## config.mk

```make
export PLATFORM = sky130hd
export DESIGN_NAME = seg7_scan_ctrl
export DESIGN_NICKNAME = d
export VERILOG_FILES = /design/src/rtl/seg7_scan_ctrl.sv
export SDC_FILE = /design/constraint.sdc
export NUM_CORES = 1
export LEC_CHECK = 0
export ABC_AREA = 0
export BUFFER_PORTS_ARGS = -buffer_cell sky130_fd_sc_hd__buf_2
export CORE_MARGIN = 3
export CORE_UTILIZATION = 40
export DETAILED_ROUTE_END_ITERATION = 8
export PLACE_DENSITY = 0.59
export SKIP_CTS_REPAIR_TIMING = 1
export SYNTH_ARGS = -nofsm -noshare
export SYNTH_HDL_FRONTEND = slang
export SYNTH_SLANG_ARGS = --single-unit
```

## constraint.sdc

```tcl
create_clock -name clk -period 2.6 [get_ports clk]
set_input_delay 0.39 -clock clk [delete_from_list [all_inputs] [get_ports clk]]
set_output_delay 0.39 -clock clk [all_outputs]
set_load 0.02 [all_outputs]
```

## src/rtl/seg7_scan_ctrl.sv

```systemverilog
// Eight-digit multiplexed 7-segment scanner with a double-buffered display image.
// New data is staged in a pending register and only becomes visible at a frame boundary.
module seg7_scan_ctrl #(
  parameter int CLK_DIV = 100000,
  parameter int BLANK   = 16
) (
  input  logic        clk,
  input  logic        rst_n,
  input  logic [31:0] data_in,
  input  logic [7:0]  en_in,
  input  logic        load,
  output logic [6:0]  seg,
  output logic [7:0]  an,
  output logic        pending,
  output logic        frame_done
);

  localparam int PW = $clog2(CLK_DIV);
  localparam logic [PW-1:0] PCNT_MAX = PW'(CLK_DIV - 1);

  logic [PW-1:0] pcnt_reg;
  logic [2:0]    idx_reg;
  logic [31:0]   act_data_reg, pend_data_reg;
  logic [7:0]    act_en_reg, pend_en_reg;
  logic          pending_reg, frame_done_reg;
  logic [6:0]    seg_reg;
  logic [7:0]    an_reg;

  logic          tick, wrap, in_blank, digit_off;
  logic [3:0]    nib [8];
  logic [3:0]    cur_nib;
  logic [6:0]    seg_next;

  assign tick = (pcnt_reg == PCNT_MAX);
  assign wrap = tick && (idx_reg == 3'd7);

  // A zero-length blank window must not generate an always-false compare.
  generate
    if (BLANK == 0) begin : g_no_blank
      assign in_blank = 1'b0;
    end else begin : g_blank
      localparam logic [PW-1:0] BLANK_W = PW'(BLANK);
      assign in_blank = (pcnt_reg < BLANK_W);
    end
  endgenerate

  genvar gi;
  generate
    for (gi = 0; gi < 8; gi++) begin : g_nib
      assign nib[gi] = act_data_reg[4*gi +: 4];
    end
  endgenerate

  assign cur_nib   = nib[idx_reg];
  assign digit_off = in_blank || !act_en_reg[idx_reg];

  always_comb begin
    seg_next = 7'h7F;
    case (cur_nib)
      4'h0: seg_next = 7'h01;
      4'h1: seg_next = 7'h4F;
      4'h2: seg_next = 7'h12;
      4'h3: seg_next = 7'h06;
      4'h4: seg_next = 7'h4C;
      4'h5: seg_next = 7'h24;
      4'h6: seg_next = 7'h20;
      4'h7: seg_next = 7'h0F;
      4'h8: seg_next = 7'h00;
      4'h9: seg_next = 7'h04;
      4'hA: seg_next = 7'h08;
      4'hB: seg_next = 7'h60;
      4'hC: seg_next = 7'h31;
      4'hD: seg_next = 7'h42;
      4'hE: seg_next = 7'h30;
      4'hF: seg_next = 7'h38;
      default: seg_next = 7'h7F;
    endcase
  end

  always_ff @(posedge clk or negedge rst_n) begin
    if (!rst_n) begin
      pcnt_reg       <= '0;
      idx_reg        <= 3'd0;
      frame_done_reg <= 1'b0;
    end else begin
      if (tick) begin
        pcnt_reg <= '0;
        idx_reg  <= idx_reg + 3'd1;
      end else begin
        pcnt_reg <= pcnt_reg + PW'(1);
      end
      frame_done_reg <= wrap;
    end
  end

  // A load landing on the wrap edge bypasses staging so it is shown next frame.
  always_ff @(posedge clk or negedge rst_n) begin
    if (!rst_n) begin
      act_data_reg  <= '0;
      act_en_reg    <= '0;
      pend_data_reg <= '0;
      pend_en_reg   <= '0;
      pending_reg   <= 1'b0;
    end else if (load && wrap) begin
      act_data_reg <= data_in;
      act_en_reg   <= en_in;
      pending_reg  <= 1'b0;
    end else if (load) begin
      pend_data_reg <= data_in;
      pend_en_reg   <= en_in;
      pending_reg   <= 1'b1;
    end else if (wrap && pending_reg) begin
      act_data_reg <= pend_data_reg;
      act_en_reg   <= pend_en_reg;
      pending_reg  <= 1'b0;
    end
  end

  always_ff @(posedge clk or negedge rst_n) begin
    if (!rst_n) begin
      an_reg  <= 8'hFF;
      seg_reg <= 7'h7F;
    end else if (digit_off) begin
      an_reg  <= 8'hFF;
      seg_reg <= 7'h7F;
    end else begin
      an_reg  <= ~(8'h01 << idx_reg);
      seg_reg <= seg_next;
    end
  end

  assign seg        = seg_reg;
  assign an         = an_reg;
  assign pending    = pending_reg;
  assign frame_done = frame_done_reg;

endmodule

```

; After elaboration in Yosys (flattened, before gate mapping)
; Memory sizes are Yosys's and may differ from the RTL's.
; Cells that the tools add are included.
[word_totals]
regBits = 117
latch_bits = 0
mem_bits_rw = 0
rom_bits = 112
input_bits = 43
out_inout_bits = 17
memories = 1
[classes]
add_sub_neg = 2
n_mul = 0
div = 0
order_cmp = 3
eq_ne = 3
shift = 1
mux = 17
bitwise = 3
reduce_logical = 9
[memory_table]
columns = name, words, width, rd, rd_ports_with_merged_regs, wr, line
row1 = (no name shown), 16, 7, 1, 0, 0, 59  ; case (cur_nib)
[op_table]
columns = cell, n
row1 = 32-bit two-way mux, 3
row2 = 8-bit two-way mux, 4
row3 = "17-bit by 1-bit adder with 17-bit output, second input constant", 1
row4 = "17-bit equality test, second input constant", 1
row5 = "17-bit by 5-bit < comparator with 1-bit output, second input constant", 1
row6 = 17-bit two-way mux, 1
row7 = 4-bit binary-select mux with 3-bit select, 1
row8 = 4-bit two-way mux, 2
row9 = 8-bit NOT, 1
row10 = "1-bit by 3-bit << shifter with 8-bit output, first input constant", 1
row11 = 7-bit two-way mux, 1
row12 = "4-bit greater-or-equal comparator, second input constant", 1
row13 = "3-bit by 4-bit < comparator with 1-bit output, second input constant", 1
row14 = 1-bit two-way mux, 4
row15 = 3-bit NOT with 4-bit output, 1
row16 = 2-bit AND reduction, 2
row17 = "3-bit by 1-bit adder with 3-bit output, second input constant", 1
row18 = 1-bit binary-select mux with 3-bit select, 1
row19 = "3-bit equality test, second input constant", 1
row20 = 1-bit logical AND, 3
row21 = 3-bit nonzero test, 1
row22 = "2-bit by 1-bit inequality test with 1-bit output, second input constant", 1
row23 = 2-bit nonzero test, 1
row24 = 1-bit zero test, 1
row25 = 2 further kinds, 2

; Depth between registers and ports, before layout
; Gate-level depths: netlist of the first run.
[logic_depth]
ltp_word = 6
ltp_mapped = 9
depth_no_buf = 8

; Worst setup path before layout of the first run
; Ideal clock, no wire load.
[synth_timing]
kind = register to register
from = register idx_reg[0]
to = register seg_reg[3], in the netlist seg[3]
setup_ns = 0.098
arrival_ns = 2.166
required_ns = 2.502
slack_ns = 0.336
path_stages_with_launch = 8
n_path_buf = 1
cell_sequence = dfrtp_1 > buf_4 > mux4_2 > mux2_2 > ha_1 > a21boi_0 > a211oi_1 > o21ai_0
[synth_via]
elab_chain_cells = 6
elab_cells_between_ends = 10
[synth_rtl]
columns = element, line
row1 = from (decl), 22  ; logic [2:0] idx_reg;
row2 = from (signal assigned), 88  ; idx_reg <= idx_reg + 3'd1;
row3 = 3-bit NOT with 4-bit output (not written as such), 54  ; assign cur_nib = nib[idx_reg];
row4 = 4-bit binary-select mux with 3-bit select, 54
row5 = 4-bit two-way mux (not written as such) (2 in a row), 54
row6 = memory 16 x 7 bit, -
row7 = 7-bit two-way mux (*), 123  ; end else if (digit_off) begin
row8 = to (signal assigned), 128  ; seg_reg <= seg_next;
row9 = to (decl), 26  ; logic [6:0] seg_reg;
; Every way passes the cells marked *; elsewhere a longest branch is shown, timed or not. The select of a mux whose other input is x is not followed.
; A chain may end at the register's enable or synchronous reset.

; Worst setup path in the final report of the first run
[layout_timing]
from = register pcnt_reg[12]
to = register pend_data_reg[2]
[layout_via]
elab_chain_cells = 5
[layout_rtl]
columns = element, line
row1 = from (decl), 21  ; logic [PW-1:0] pcnt_reg;
row2 = from (signal assigned), 90  ; pcnt_reg <= pcnt_reg + PW'(1);
row3 = 17-bit equality test, 34  ; assign tick = (pcnt_reg == PCNT_MAX);
row4 = 1-bit logical AND, 35  ; assign wrap = tick && (idx_reg == 3'd7);
row5 = 1-bit logical AND, 104  ; end else if (load && wrap) begin
row6 = 1-bit NOT (no source line), -
row7 = 2-bit AND reduction (no source line), -
row8 = to (signal assigned), 109  ; pend_data_reg <= data_in;
row9 = to (decl), 23  ; logic [31:0] act_data_reg, pend_data_reg;
; Every way passes these cells.

==> results of run 1 <==
[kinds of logic (layout without fill, tap and decap cells)]
logic type	after synthesis	count (layout)
adders and majority gates	13	13
xor gates and xnor gates	15	15
AOI/OAI and AO/OA	63	63
and+or+nand+nor	147	147
DFF	117	117
muxes	98	98
buffers and inverters	39	115
[final cells by class]
| type | instances | area [sq um] |
|---|---|---|
| clock buffer | 27 | 599 |
| clock inverter | 5 | 25.0 |
| fill | 1244 | 6750 |
| inverter | 11 | 41.3 |
| multi-input combinational | 336 | 2530 |
| sequential | 117 | 2950 |
| tap | 176 | 220 |
| timing repair buffer | 72 | 443 |
[power by group]
| part | internal (mW) | switching [mW] |
|---|---|---|
| Clock | 1.57 | 0.782 |
| Sequential | 1.89 | 0.0258 |
| Combinational | 0.137 | 0.137 |
[layer usage]
metal | up-vias | share of wire (%) | global-route usage [%]
li1 | 1833 | - | -
met1 | 1841 | 47 | 21.0
met2 | 74 | 47 | 23.5
met3 | 17 | 4.3 | 4.18
met4 | 0 | 1.9 | 6.95
met5 | - | 0 | 0
[synthesized netlist by cell type (2+ instances only)]
cell type	n
and3_1	4
nand2b_1	41
xnor2_1	12
nor2_1	55
clkbuf_1	15
xor2_1	3
nor3_1	4
nor4_1	2
nand3_1	12
mux2i_1	47
nand2_1	14
and2_1	2
buf_6	4
a21boi_0	2
ha_1	13
mux2_1	40
o211ai_1	2
nand4_1	5
a211oi_1	2
dfrtp_1	102
mux4_2	8
o221ai_1	4
nor2b_1	3
a21o_1	2
o21ai_0	3
dfstp_2	15
a21oi_1	45
mux2_2	3
inv_1	10
buf_2	7
[worst min-delay path by stage]
stage / endpoint / cells after the start / startpoint / slack (ns)
2_1_floorplan: act_data_reg[0] / 0 / rst_n / 0.09
3_3_place_gp: pend_data_reg[29] / 1 / pend_data_reg[29] / 0.46
3_5_place_dp: pend_data_reg[31] / 1 / pend_data_reg[31] / 0.47
4_1_cts: pcnt_reg[11] / 2 / rst_n / 0.1
5_1_grt: pcnt_reg[0] / 2 / rst_n / 0.09
6_report: pcnt_reg[11] / 2 / rst_n / 0.06
[metrics by stage]
| stage | cells | power (mW) | worst slack [ns] | hold WS [ns] |
|---|---|---|---|---|
| finish | 744 | 4.54 | 0.190 | 0.0552 |
| global route | 744 | 4.75 | 0.00877 | 0.0886 |
| CTS | 743 | 4.61 | -0.00367 | 0.0986 |
| detailed placement | 711 | 2.22 | 0.0137 | 0.472 |
| global placement | 711 | 2.21 | 0.118 | 0.464 |
| floorplan | 492 | 2.10 | 0.336 | 0.0944 |
==> impl_results.md, run 1 <==
* Leading area contributor after synthesis: dfrtp_1
* Clk_skew at 0.00571 ns
* Peak VDD IR at about 0.38 mV
* Core ar. at 13600 sq um
* CP Max Fanout at 15
* Final Max Slew Viols at 0
* CP Launch Type: flop
* CTS sink count at 117
* CTS tree: built
* Global route overflow at 0
* Fin. Hold Viols at 0
* Initial Util at 41.8%
* GRT Total Usage at 15.5%
* Xor and xnor area share after synthesis at around 2.3%
* Synth Register Bits at 117
* DR vias at 3765
* RD Place Congestion at 0.778
* CP Data Required Time at 2.88 ns
* # rows at 42
* Adder-Cell Fraction of Synth Area at 2.87%
* Global-route wire length before repair at around 20000 um
* Worst Path Arrival at approximately 2.7 ns
* Clock-pin slew on the worst setup and hold paths at 0.05 ns
* Syn Nets at 548
* Post-synth EDFFs at 0
* H-tree Lvls at 4
* # DRC at 0
* Skew-Pair Late Insertion Delay at 0.41 ns
* Ys async rst share at 100%
* Critical Path Start: pcnt_reg[12]
* RSZ-0062 raised after global routing: no
* Synth Area in Compound Gates at roughly 6.3%
* P per Cell Area at 667 nW/um^2
* Fmax at 415 MHz
* CP peak stage delay at 0.55 ns
* Placed cell areas at roughly 6200 sq um
* Synthesized area at 5670 sq um
* Final core occ at approximately half
* Vias in the first global route at about 3800
* Initial antenna violation count at 0
* Simple-gate share of the synthesized area at between 10% and 20%
* Pre-Repair DR Iteration Count at 4
* Slew Limit Headroom at 58.6%
* Worst path bufs/invs at 1
* Worst setup endpoint: pend_data_reg[2]
* YS warnings at 0
* Slew at the pin with the worst max-slew slack at 0.621 ns
* Hold crit path type: in2async
* R2r startpoint: pcnt_reg[12]
* Critical R2R Capture: pend_data_reg[2]
* Fin crit share at 92.7%
* Area contributors post-synth: dfrtp_1, mux2i_1, mux2_1
* Avg Vias per Cell at 5.06
* Largest family of logic cells by synthesized area: multiplexers
* Slowest-stage cell, CP: or4_1
* Post-synthesis mux area share at 20.0%
* Die area at 15600 sq um
* Pleak at 3.15 nW
* TritonCTS buffer count at 17
* Seq/Total Area, Yosys at 52.0%
* # nets final at 611
* Max cap viols at 0
* Die W at about 130 um
* Synth top area share at 45.0%
* Final min period at between 2 and 2.5 ns
* Share of cells above drive strength 1 at a little under a quarter
* Ys flop type: dfrtp_1
* Most common cell after layout, fill and taps aside: dfrtp_1
* Final WL at 11400 um
* Setup violators final at 0
* Routed Antenna Nets at 0
* Number of diodes at 0
* R2r setup slk at around 0.19 ns
* DRT iter0 DRCs at 245
* Synth Instances at a little under 500
* Mean Syn Cell Area at 11.5 sq um
* Final setup TNS at 0 ns
* Most frequent cells in the layout: dfrtp_1, buf_2, nor2_1
* Post-synth cell types at 41
* Largest net degree at the start of global routing at 118
* Fin area at 6810 sq um
* Worst path cell trace: or4_1 -> nor4_2 -> and3_1 -> or2b_4 -> buf_12 -> mux2_1
* Outcome: complete, no violations
* Kind of critical path: reg2reg
* Root Buffer: clkbuf_16
* Wire length per cell at 15.3 um
* CTS Buffer Depth at 2
* Critical Path Stages at 6
* Register-to-Register Path Depth at 6
* Worst path top cell family by delay: simple AND/OR/NAND/NOR gates
* IO Count at 60
* Port bufs at slightly below 60
* CP Capture Type: flop
* Die H at 125 um
* Area grow syn2layout at 20.1%
* Post-DP HPWL at 7740 um
No activity file was read; power rests on OpenSTA's default activity.
==> run 2: changes to the inputs <==
- CORE_UTILIZATION: 40 -> 30
- PLACE_DENSITY: 0.59 -> 0.47
==> impl_results.md, run 2 (synthesis gave the netlist of run 1 again) <==
* Outcome: complete, no violations
* Sequential cell area at 2950 sq um (unchanged)
* CTS Buffer Depth at 2 (unchanged)
* Hold crit path type: in2reg
* CP Data Required Time at 2.88 ns (about the same)
* Slew at the pin with the worst max-slew slack at 0.806 ns (+0.184 ns)
* Final setup TNS at 0 ns (unchanged)
* H-tree Lvls at 4 (unchanged)
* Power Total at 4.31 mW (-5.0%)
* Worst Path Arrival at 2.73 ns (+0.04 ns)
* IO Count at 60 (unchanged)
* Skew-Pair Late Insertion Delay at 0.41 ns (about the same)
* CP Launch Type: flop
* WHS at 0.206 ns (+0.151 ns)
* TritonCTS buffer count at 17 (unchanged)
* Slew Limit Headroom at 46.2% (-12 points)
* Initial Util at 31.0% (-11 points)
* Worst path cell trace: or4_1 -> nor4_2 -> and3_1 -> or2b_4 -> buf_12 -> mux2_1
* Root Buffer: clkbuf_16
* Final Max Slew Viols at 0 (unchanged)
* Core ar. at 18300 sq um (+35%)
* Peak VDD IR at 0.416 mV (+11%)
* Worst path bufs/invs at 1 (unchanged)
* P per Cell Area at 631 nW/um^2 (-5.3%)
* Fin crit share at 94.1% (+1.5 points)
* Fin. Hold Viols at 0 (unchanged)
* CTS sink count at 117 (unchanged)
* GR Layer Usage met1 at 18.2% (-2.8 points)
* Most common cell after layout, fill and taps aside: dfrtp_1
* M3 GR Usage at 3.53% (-0.65 points)
* Worst setup margin at 0.152 ns (-0.0381 ns)
* Initial antenna violation count at 0 (unchanged)
* Setup violators final at 0 (unchanged)
* R2r startpoint: pcnt_reg[12]
* CP Max Fanout at 16 (+1)
* Met2 usage at 19.8% (-3.7 points)
* # fillers at 1812 (+46%)
* Critical Path Start: pcnt_reg[12]
* CTS tree: built
* Post-DP HPWL at 8820 um (+14%)
* CP Capture Type: flop
* Largest net degree at the start of global routing at 55 (-53%)
* DR vias at 3835 (+1.9%)
* Worst path top cell family by delay: simple AND/OR/NAND/NOR gates
* # nets final at 613 (+0.33%)
* RSZ-0062 raised after global routing: no
* Global route overflow at 0 (unchanged)
* Vias in the first global route at 3933 (+4.0%)
* Clock-pin slew on the worst setup and hold paths at 0.05 ns (about the same)
* # DRC at 0 (unchanged)
* Final min period at 2.45 ns (+0.0381 ns)
* Die W at 143 um (+15%)
* Post-Place Setup Slack at -0.00540 ns (-0.0191 ns)
* Global-route wire length before repair at 21000 um (+7.4%)
* Global route hottest layer: met2
* Most frequent cells in the layout: dfrtp_1, buf_2, nor2_1
* Routed Antenna Nets at 0 (unchanged)
* # rows at 49 (+17%)
* CP peak stage delay at 0.56 ns (about the same)
* Clk_skew at 0.00766 ns (+0.00195 ns)
* Port bufs at 59 (unchanged)
* DRT iter0 DRCs at 166 (-32%)
* Hold_sp: data_in[29]
* Slowest-stage cell, CP: or4_1
* Pleak at 3.11 nW (-1.0%)
* Die area at 20600 sq um (+32%)
* Final core occ at 37.4% (-13 points)
* GRT Total Usage at 13.0% (-2.5 points)
* Final WL at 12500 um (+9.7%)
* Multi-input gate area at 2540 sq um (+0.15%)
* Wire length per cell at 15.6 um (+2.1%)
* Area grow syn2layout at 20.6%
* Share of cells above drive strength 1 at 23.0% (-0.26 points)
* Kind of critical path: reg2reg
* Number of diodes at 0 (unchanged)
* Avg Vias per Cell at 4.80 (-5.2%)
* RD Place Congestion at 0.839 (+7.8%)
* Max cap viols at 0 (unchanged)
* Fmax at 409 MHz (-1.6%)
* Die H at 143 um (+15%)
* Pre-Repair DR Iteration Count at 4 (unchanged)
## run 2: stage by stage
stage	instance area, sq um	cells
finish	6830	799
global route	6830	799
CTS	6820	798
detailed placement	6270	766
global placement	6270	766
floorplan	5670	492
## run 2: layout make-up
class	count	share of cell area, %
Clock buffer	28	7.71
Inverter	11	0.604
Tap cell	229	4.19
Sequential cell	117	43.1
Multi-Input combinational cell	336	37.1
Timing Repair Buffer	74	6.96
Clock inverter	4	0.293
## run 2: worst paths after layout
check | cells past startpoint | endpoint | slack, ns
min in group asynchronous | 2 | pcnt_reg[3] | 0.50
hold / removal | 2 | pend_data_reg[29] | 0.21
setup reg to reg | 6 | pend_data_reg[3] | 0.15
setup / recovery | 6 | pend_data_reg[3] | 0.15
hold reg to reg | 1 | pend_data_reg[17] | 0.48
max in group asynchronous | 3 | seg[2] | 1.32
## run 2: report_power, final
part / total, mW / switching, mW / internal, mW
Sequential: 1.91 / 0.0257 / 1.89
Clock: 2.12 / 0.759 / 1.36
Combinational: 0.280 / 0.139 / 0.140
Total: 4.31 / 0.924 / 3.39
## run 2: routing by layer
metal	up-vias	wire length, um
met5	-	0
met4	0	133
met3	13	475
met2	63	5830
met1	1920	6040
li1	1839	-
